===== src/rtl/vram_writer_if.sv =====
// CPU write-request channel and VRAM write port of vram_writer_m.
// The writer is the bus master. It sinks CPU requests and drives address/data/cs toward gpu_m.
interface vram_writer_if #(
    parameter int VRAM_ADDR_WIDTH = 12
);
    logic                       in_valid;
    logic                       in_ready;
    logic [VRAM_ADDR_WIDTH-1:0] in_addr;
    logic [7:0]                 in_data;
    logic [VRAM_ADDR_WIDTH-1:0] address;
    logic [7:0]                 data;
    logic                       cs;

    modport master (input in_valid, in_addr, in_data, output in_ready, address, data, cs);
    modport slave  (output in_valid, in_addr, in_data, input in_ready, address, data, cs);
endinterface


===== src/rtl/vram_writer_m.sv =====
// Buffers CPU VRAM byte writes and drains them to gpu_m only while vertical blanking is active.
// Defining VRAM_WRITER_FILL_EN adds a fill engine that writes a constant byte over an address range.
module vram_writer_m #(
    parameter int VRAM_ADDR_WIDTH = 12,
    parameter int FIFO_DEPTH      = 16
) (
    input  logic                       clk,
    input  logic                       rst,
    vram_writer_if.master              bus,
    input  logic                       vblank,
    output logic                       busy,
    input  logic                       fill_start,
    input  logic [VRAM_ADDR_WIDTH-1:0] fill_base,
    input  logic [VRAM_ADDR_WIDTH-1:0] fill_len,
    input  logic [7:0]                 fill_value,
    output logic                       fill_busy
);
    localparam int AW = VRAM_ADDR_WIDTH;
    localparam int PW = $clog2(FIFO_DEPTH);

`ifdef VRAM_WRITER_FILL_EN
    typedef enum logic [1:0] {IDLE, DRAIN, FILL} state_e;
`else
    typedef enum logic [0:0] {IDLE, DRAIN} state_e;
`endif

    state_e          state_q, state_d;
    logic            win_q;
    logic [AW+7:0]   mem_q [FIFO_DEPTH];
    logic [PW-1:0]   wr_ptr_q, rd_ptr_q;
    logic [PW:0]     count_q, count_d;
    logic            cs_q, cs_d;
    logic [AW-1:0]   addr_q, addr_d;
    logic [7:0]      data_q, data_d;
    logic            full, empty, push, pop, drain_ok;

    assign full         = (count_q == (PW+1)'(FIFO_DEPTH));
    assign empty        = (count_q == '0);
    assign push         = bus.in_valid && !full;
    assign pop          = drain_ok && win_q && !empty;
    assign bus.in_ready = !full;
    assign bus.cs       = cs_q;
    assign bus.address  = addr_q;
    assign bus.data     = data_q;
    assign busy         = (state_q != IDLE) || !empty || cs_q;

`ifdef VRAM_WRITER_FILL_EN
    logic [AW-1:0] fill_addr_q, fill_addr_d;
    logic [AW-1:0] fill_rem_q, fill_rem_d;
    logic [7:0]    fill_val_q, fill_val_d;

    // The FIFO keeps accepting while a fill runs, but it only drains after the fill finishes.
    assign drain_ok  = (state_q != FILL);
    assign fill_busy = (state_q == FILL);
`else
    logic unused_fill;

    assign drain_ok    = 1'b1;
    assign fill_busy   = 1'b0;
    assign unused_fill = ^{fill_start, fill_base, fill_len, fill_value};
`endif

    always_comb begin
        count_d = count_q;
        if (push && !pop)
            count_d = count_q + (PW+1)'(1);
        else if (!push && pop)
            count_d = count_q - (PW+1)'(1);
    end

    always_comb begin
        state_d = state_q;
        cs_d    = 1'b0;
        addr_d  = addr_q;
        data_d  = data_q;
`ifdef VRAM_WRITER_FILL_EN
        fill_addr_d = fill_addr_q;
        fill_rem_d  = fill_rem_q;
        fill_val_d  = fill_val_q;
`endif
        case (state_q)
            IDLE, DRAIN: begin
                // IDLE may pop directly. This gives the one-edge push-to-write latency.
                if (pop) begin
                    cs_d             = 1'b1;
                    {addr_d, data_d} = mem_q[rd_ptr_q];
                end
                state_d = (count_d == '0) ? IDLE : DRAIN;
`ifdef VRAM_WRITER_FILL_EN
                if (state_q == IDLE && empty && fill_start && fill_len != '0) begin
                    state_d     = FILL;
                    fill_addr_d = fill_base;
                    fill_rem_d  = fill_len;
                    fill_val_d  = fill_value;
                end
`endif
            end
`ifdef VRAM_WRITER_FILL_EN
            FILL: begin
                if (win_q) begin
                    cs_d        = 1'b1;
                    addr_d      = fill_addr_q;
                    data_d      = fill_val_q;
                    fill_addr_d = fill_addr_q + AW'(1);
                    fill_rem_d  = fill_rem_q - AW'(1);
                    if (fill_rem_q == AW'(1))
                        state_d = IDLE;
                end
            end
`endif
            default: state_d = IDLE;
        endcase
    end

    always_ff @(posedge clk or negedge rst) begin
        if (!rst) begin
            state_q  <= IDLE;
            win_q    <= 1'b0;
            wr_ptr_q <= '0;
            rd_ptr_q <= '0;
            count_q  <= '0;
            cs_q     <= 1'b0;
            addr_q   <= '0;
            data_q   <= '0;
`ifdef VRAM_WRITER_FILL_EN
            fill_addr_q <= '0;
            fill_rem_q  <= '0;
            fill_val_q  <= '0;
`endif
        end else begin
            state_q <= state_d;
            win_q   <= vblank;
            count_q <= count_d;
            cs_q    <= cs_d;
            addr_q  <= addr_d;
            data_q  <= data_d;
            if (push)
                wr_ptr_q <= wr_ptr_q + PW'(1);
            if (pop)
                rd_ptr_q <= rd_ptr_q + PW'(1);
`ifdef VRAM_WRITER_FILL_EN
            fill_addr_q <= fill_addr_d;
            fill_rem_q  <= fill_rem_d;
            fill_val_q  <= fill_val_d;
`endif
        end
    end

    // Storage needs no reset. Entries become visible only through count/pointers.
    always_ff @(posedge clk) begin
        if (push)
            mem_q[wr_ptr_q] <= {bus.in_addr, bus.in_data};
    end
endmodule

===== src/flat_wrapper.sv =====
// flat-port wrapper written by rule: the top's interface ports become plain ports
module vram_writer_m_flat 
#(
    parameter int VRAM_ADDR_WIDTH = 12,
    parameter int FIFO_DEPTH      = 16
)
  (clk, rst, vblank, busy, fill_start, fill_base, fill_len, fill_value, fill_busy, bus_in_valid, bus_in_addr, bus_in_data, bus_in_ready, bus_address, bus_data, bus_cs);
  vram_writer_if #(.VRAM_ADDR_WIDTH(VRAM_ADDR_WIDTH)) bus_i ();
  input  logic clk;
  input  logic rst;
  input  logic vblank;
  output logic busy;
  input  logic fill_start;
  input  logic [VRAM_ADDR_WIDTH-1:0] fill_base;
  input  logic [VRAM_ADDR_WIDTH-1:0] fill_len;
  input  logic [7:0] fill_value;
  output logic fill_busy;
  input wire logic [$bits(bus_i.in_valid)-1:0] bus_in_valid;
  input wire logic [$bits(bus_i.in_addr)-1:0] bus_in_addr;
  input wire logic [$bits(bus_i.in_data)-1:0] bus_in_data;
  output wire logic [$bits(bus_i.in_ready)-1:0] bus_in_ready;
  output wire logic [$bits(bus_i.address)-1:0] bus_address;
  output wire logic [$bits(bus_i.data)-1:0] bus_data;
  output wire logic [$bits(bus_i.cs)-1:0] bus_cs;
  assign bus_i.in_valid = bus_in_valid;
  assign bus_i.in_addr = bus_in_addr;
  assign bus_i.in_data = bus_in_data;
  assign bus_in_ready = bus_i.in_ready;
  assign bus_address = bus_i.address;
  assign bus_data = bus_i.data;
  assign bus_cs = bus_i.cs;
  vram_writer_m #(.VRAM_ADDR_WIDTH(VRAM_ADDR_WIDTH), .FIFO_DEPTH(FIFO_DEPTH)) u_core (.clk(clk), .rst(rst), .bus(bus_i), .vblank(vblank), .busy(busy), .fill_start(fill_start), .fill_base(fill_base), .fill_len(fill_len), .fill_value(fill_value), .fill_busy(fill_busy));
endmodule

===== config.mk =====
export PLATFORM = sky130hd
export DESIGN_NAME = vram_writer_m_flat
export DESIGN_NICKNAME = d
export VERILOG_FILES = /design/src/rtl/vram_writer_if.sv /design/src/rtl/vram_writer_m.sv /design/src/flat_wrapper.sv
export SDC_FILE = /design/constraint.sdc
export NUM_CORES = 1
export LEC_CHECK = 0
export BUFFER_PORTS_ARGS = -buffer_cell sky130_fd_sc_hd__buf_2
export CAP_MARGIN = 40
export CORE_AREA = 3 3 218 220
export DETAILED_ROUTE_END_ITERATION = 10
export DIE_AREA = 0 0 221 223
export GPL_TIMING_DRIVEN = 0
export PLACE_DENSITY = 0.57
export SLEW_MARGIN = 20
export SYNTH_ARGS = -nofsm -noshare
export SYNTH_HDL_FRONTEND = slang
export SYNTH_SLANG_ARGS = --single-unit

===== constraint.sdc =====
create_clock -name clk -period 4.4 [get_ports clk]
set_input_delay 0.88 -clock clk [delete_from_list [all_inputs] [get_ports clk]]
set_output_delay 0.88 -clock clk [all_outputs]
set_load 0.005 [all_outputs]

# After elaboration in Yosys (flattened, before gate mapping)
# Memory sizes are Yosys's and may differ from the RTL's. A register that Yosys moved wholly into a read port is not among the register bits.
# Cells that the tools add are included.
# op_classes
addsub	4
n_eq_ne	1
n_mux	6
reduce_logical	13
# ops
cell	n
logical NOT 5 bit	2
two-way mux 5 bit	2
adder 4 x 1 -> 4 bit (second input constant)	2
adder 5 x 1 -> 5 bit (second input constant)	1
== test 5 bit (second input constant)	1
logical NOT 1 bit	5
subtractor 5 x 1 -> 5 bit (second input constant)	1
logical AND 1 bit	4
two-way mux 1 bit	4
logical OR 1 bit	2
# word_totals
ram_bits	320
memories	1
register_bits	16
# memory_table
name	words	word_bits	read_ports	rd_ports_with_merged_regs	wr	line	rtl
u_core.mem_q	16	20	1	1	1	vram_writer_m.sv:29	logic [AW+7:0] mem_q [FIFO_DEPTH];

# Logic depth before layout (Yosys ltp)
# logic_depth
ltp_word	9
ltp_mapped	9

# Worst setup path before layout
# No wires, ideal clock.
# synth_timing
kind	input-to-reg
from	input port bus_in_valid
to	memory u_core.mem_q[1][0] (netlist name), enable pin
path_slack_ns	0.969
path_buffers	0
arrival_time_ns	2.983
cell_stages	2
setup_time_ns	0.448
cell_sequence	nand2_1 -> nor4_1
# synth_via
elab_chain_cells	3
# synth_lines
item	line	rtl
start: declaration	flat_wrapper.sv:18	input wire logic [$bits(bus_i.in_valid)-1:0] bus_in_valid;
logical AND 1 bit	vram_writer_m.sv:39	assign push = bus.in_valid && !full;
two-way mux 1 bit	vram_writer_m.sv:151	if (push)
two-way mux 1 bit (not written as such)	vram_writer_m.sv:152	mem_q[wr_ptr_q] <= {bus.in_addr, bus.in_data};
end: declaration	vram_writer_m.sv:29	
# Every way passes these cells.

# Worst setup path after layout
# layout_timing
from	register u_core.count_q[1]
to	output port busy
# layout_via
elab_chain_cells	4
# layout_lines
item	line	rtl
start: declaration	vram_writer_m.sv:31	logic [PW:0] count_q, count_d;
start signal: assignment	vram_writer_m.sv:133	count_q <= count_d;
logical NOT 5 bit	vram_writer_m.sv:38	assign empty = (count_q == '0);
logical NOT 1 bit	vram_writer_m.sv:45	assign busy = (state_q != IDLE) || !empty || cs_q;
logical OR 1 bit (2 in series)	vram_writer_m.sv:45	
end: declaration	flat_wrapper.sv:12	output logic busy;
# Every way passes these cells.

==> flow_metrics.py <==
metrics = {
    "detailed_routing": {
        "postRouteAntennaNets": 0,
        "vias_per_cell": 4.76,
        "routed_wl_um": 32100,
        "wl_per_cell_um": 23.1,
        "drt_iter0_markers": 660,
        "drc": 0,
        "vias": 6611,
        "drt-pass1-iter-count": 4,
    },
    "placement": {
        "dp_slack_ns": 1.45,
        "io_buffers": 46,
        "gp_congestion": 0.704,
        "dpl_cell_area_mm2": 0.0151,
        "hpwlAfterDp_um": 20400,
    },
    "synthesis": {
        "yosys.area.top_type": "edfxtp_1",
        "seq_area_frac_synth_pct": 76.6,
        "synth_top_area_share_pct": 70.0,
        "avgSynthCellArea_um2": 21.6,
        "ys_top_cells_by_count": "edfxtp_1 (320), mux4_2 (80), mux2i_1 (41), dfrtp_1 (36), o22ai_1 (21)",
        "async_reset_ff_share_pct": 10.1,
        "ys_ff_latch": 356,
        "synth_fp_nets": 699,
        "syn-cell-area_mm2": 0.0137,
        "synthTopCellsByArea": "edfxtp_1 (70%), mux4_2 (13%), dfrtp_1 (6.6%)",
        "synth.most_common_cell": "edfxtp_1",
        "synth-main-ff-cell": "edfxtp_1",
        "synth_cell_types": 37,
        "synth_edf_count": 320,
        "synthCells": 635,
        "ys_warn_count": 0,
    },
    "final_layout": {
        "finalInstanceArea_mm2": 0.0164,
        "drive_gt1_share_pct": 31.3,
        "finalNetCount": 821,
        "diodes": 0,
        "syn2layout_area_growth_pct": 19.3,
    },
    "clock_network": {
        "clkTransAtPathRegs_ns": 0.06,
        "tritoncts": "done",
        "cts.path.max_buffers": 3,
        "postCtsSetupBuffers": 0,
        "clk_latency_ns": 0.52,
        "cts_root_buf": "clkbuf_16",
        "cts-buffers-inserted": 39,
        "cts-resized-gates": 0,
        "htree_num_levels": 2,
        "cts_hold_buffers": 0,
        "cts.sinks": 356,
    },
    "sta": {
        "clock_skew_ns": 0.0227,
        "tightest_slew_ns": 0.884,
        "rsz0062_at_grt": "no",
        "timing.final.crit_share_pct": 70.5,
        "clock.fmax_mhz": 322,
        "setup_tns_ns": 0,
        "drv_slew": 0,
        "max_slew_margin_pct": 41.1,
        "fin_ws_ns": 1.30,
        "finalHoldViolCount": 0,
        "fin_crit_ns": 3.10,
        "finalSetupViolCount": 0,
    },
    "worst_setup_path": {
        "cp.required_ns": 3.52,
        "r2r_cells": 9,
        "startpoint": "u_core.count_q[1]$_DFF_PN0_",
        "crit_fanout": 5,
        "ff2ff_setup_slack_ns": 1.52,
        "endpoint_kind": "output port",
        "critPathArrivalTime_ns": 2.22,
        "slowest_delay_ns": 0.53,
        "crit_chain": "inv_1, ha_1, or4b_4, or3_1, buf_2",
        "r2r-end": "u_core.bus.address[7]$_DFFE_PN0P_",
        "criticalPathCategory": "reg -> out",
        "cp_slowest_cell": "or4b_4",
        "timing.rr.start": "u_core.count_q[1]$_DFF_PN0_",
        "timing.critical_path.from_type": "register",
    },
    "pwr": {
        "p_int_w": 0.00736,
        "p_switching_w": 0.00310,
        "seqPwrFrac_pct": 41.1,
        "power.density_mw_per_mm2": 639,
        "clockPowerShare_pct": 29.7,
        "combPwrFrac_pct": 29.2,
        "p_leak_nw": 5.58,
        "ir_drop_v": 0.000320,
        "swShare_pct": 29.6,
    },
    "global_routing": {
        "grt_pass1_wl_um": 47400,
        "grt_pass1_vias": 6871,
        "globalRouteOverflowTotal": 0,
        "grt_antenna_before_repair": 1,
        "grt_start_max_net_pins": 22,
        "track_usage_pct": 12.9,
    },
    "floorplanning": {
        "io_pins": 81,
        "initial_core_util_pct": 30.2,
        "die_h_um": 223,
        "die_area_mm2": 0.0493,
        "core_mm2": 0.0455,
        "die_w_um": 221,
        "rows": 78,
    },
    "flow_run": {
        "drv_cap": 0,
    },
    "min_path": {
        "hp-class": "in -> async",
    },
    "status": {
        "run_status": "complete, no violations",
    },
}
through the flow:
step	power [W]	std cells	hold WS, ns	utilization (%)
5_1_grt	0.0110	1388	0.373	36.0
6_report	0.0105	1388	0.351	36.0
4_1_cts	0.0106	1386	0.346	36.0
3_3_place_gp	0.00725	1281	0.460	32.3
2_1_floorplan	0.00629	635	0.459	-
3_5_place_dp	0.00745	1314	0.464	33.3
placed cells by master, fill, tap and decap left out, types with 2 or more instances in the layout:
master     Yosys  routed
nand3_1        2       2
clkbuf_16      0      40
clkbuf_1      17      28
ha_1           7       7
clkinv_2       0       5
clkinv_1       0       8
buf_6          1      11
xnor2_1        7       7
buf_4          1       7
a21o_1        20      20
o22ai_1       21      21
nand2b_1       3       3
nor4_2         0       4
dfrtp_1       36      36
bufinv_16      0       2
nand2_1        9       9
a21oi_1        3       3
mux4_2        80      80
inv_1         10      10
buf_16         0       5
edfxtp_1     320     320
or3_1          2       2
nand4_1        5       5
buf_1          4       4
nor2_4         0       4
o21ai_0        4       4
buf_2         11      70
clkbuf_8       0       2
inv_6          0       2
and2_2         0       8
mux2i_1       41      41
area by class of cell:
cell class	instances	area [um^2]
tap	600	751
fill	4243	29100
clock inverter	19	158
clock buffer	53	1070
inverter	11	43.8
multi-input combinational	234	3080
sequential	356	10500
timing repair buffer	81	611
buffer	34	153
flip-flops by register name (all words and copies together), names as in the netlist:
signal	flops
u_core.count_q	5
u_core.mem_q	320
u_core.bus.cs	1
u_core.bus.data	8
u_core.bus.address	12
u_core.state_q	1
u_core.wr_ptr_q	4
u_core.rd_ptr_q	4
u_core.win_q	1
worst max path at each step:
stage | endpoint | slack (ns)
2_1_floorplan | u_core.mem_q[1][0]$_DFFE_PP_ | 0.97
3_3_place_gp | u_core.mem_q[3][2]$_DFFE_PP_ | -1.91
3_5_place_dp | u_core.bus.address[7]$_DFFE_PN0P_ | 1.45
4_1_cts | busy | 1.28
5_1_grt | busy | 1.19
6_report | busy | 1.30
critical path: cells and delay by family (launching register included):
| family | cells | cell delay [ns] |
|---|---|---|
| adders and majority gates | 1 | 0.22 |
| buffers and inverters | 2 | 0.23 |
| DFF | 1 | 0.42 |
| and+or+nand+nor | 2 | 0.85 |
power by group through the flow:
stage,clock [W],combinational (W),sequential (W)
2_1_floorplan,0,0.00196,0.00434
3_3_place_gp,0,0.00288,0.00438
3_5_place_dp,0,0.00308,0.00437
4_1_cts,0.00317,0.00310,0.00431
5_1_grt,0.00332,0.00331,0.00434
6_report,0.00311,0.00305,0.00430
per-layer routing:
| metal | routed length (um) | track usage, % | vias up |
|---|---|---|---|
| li1 | - | - | 2863 |
| met1 | 14700 | 18.4 | 3531 |
| met2 | 15400 | 20.9 | 170 |
| met3 | 1490 | 2.28 | 45 |
| met4 | 516 | 2.97 | 2 |
| met5 | 17 | 0 | - |
cells by family (layout without fill, tap and decap cells):
group,after synthesis,after routing,synth area share [%]
AO/OA/AOI/OAI,50,50,2.52
XOR/XNOR,9,9,0.675
adder cells (fa/ha/maj),8,8,0.711
buffers and inverters,45,198,1.43
flip-flops,356,356,76.6
multiplexers,121,121,16.1
other,1,1,0.0273
AND/OR/NAND/NOR,45,45,1.91
(Power assumes the default switching activity.)
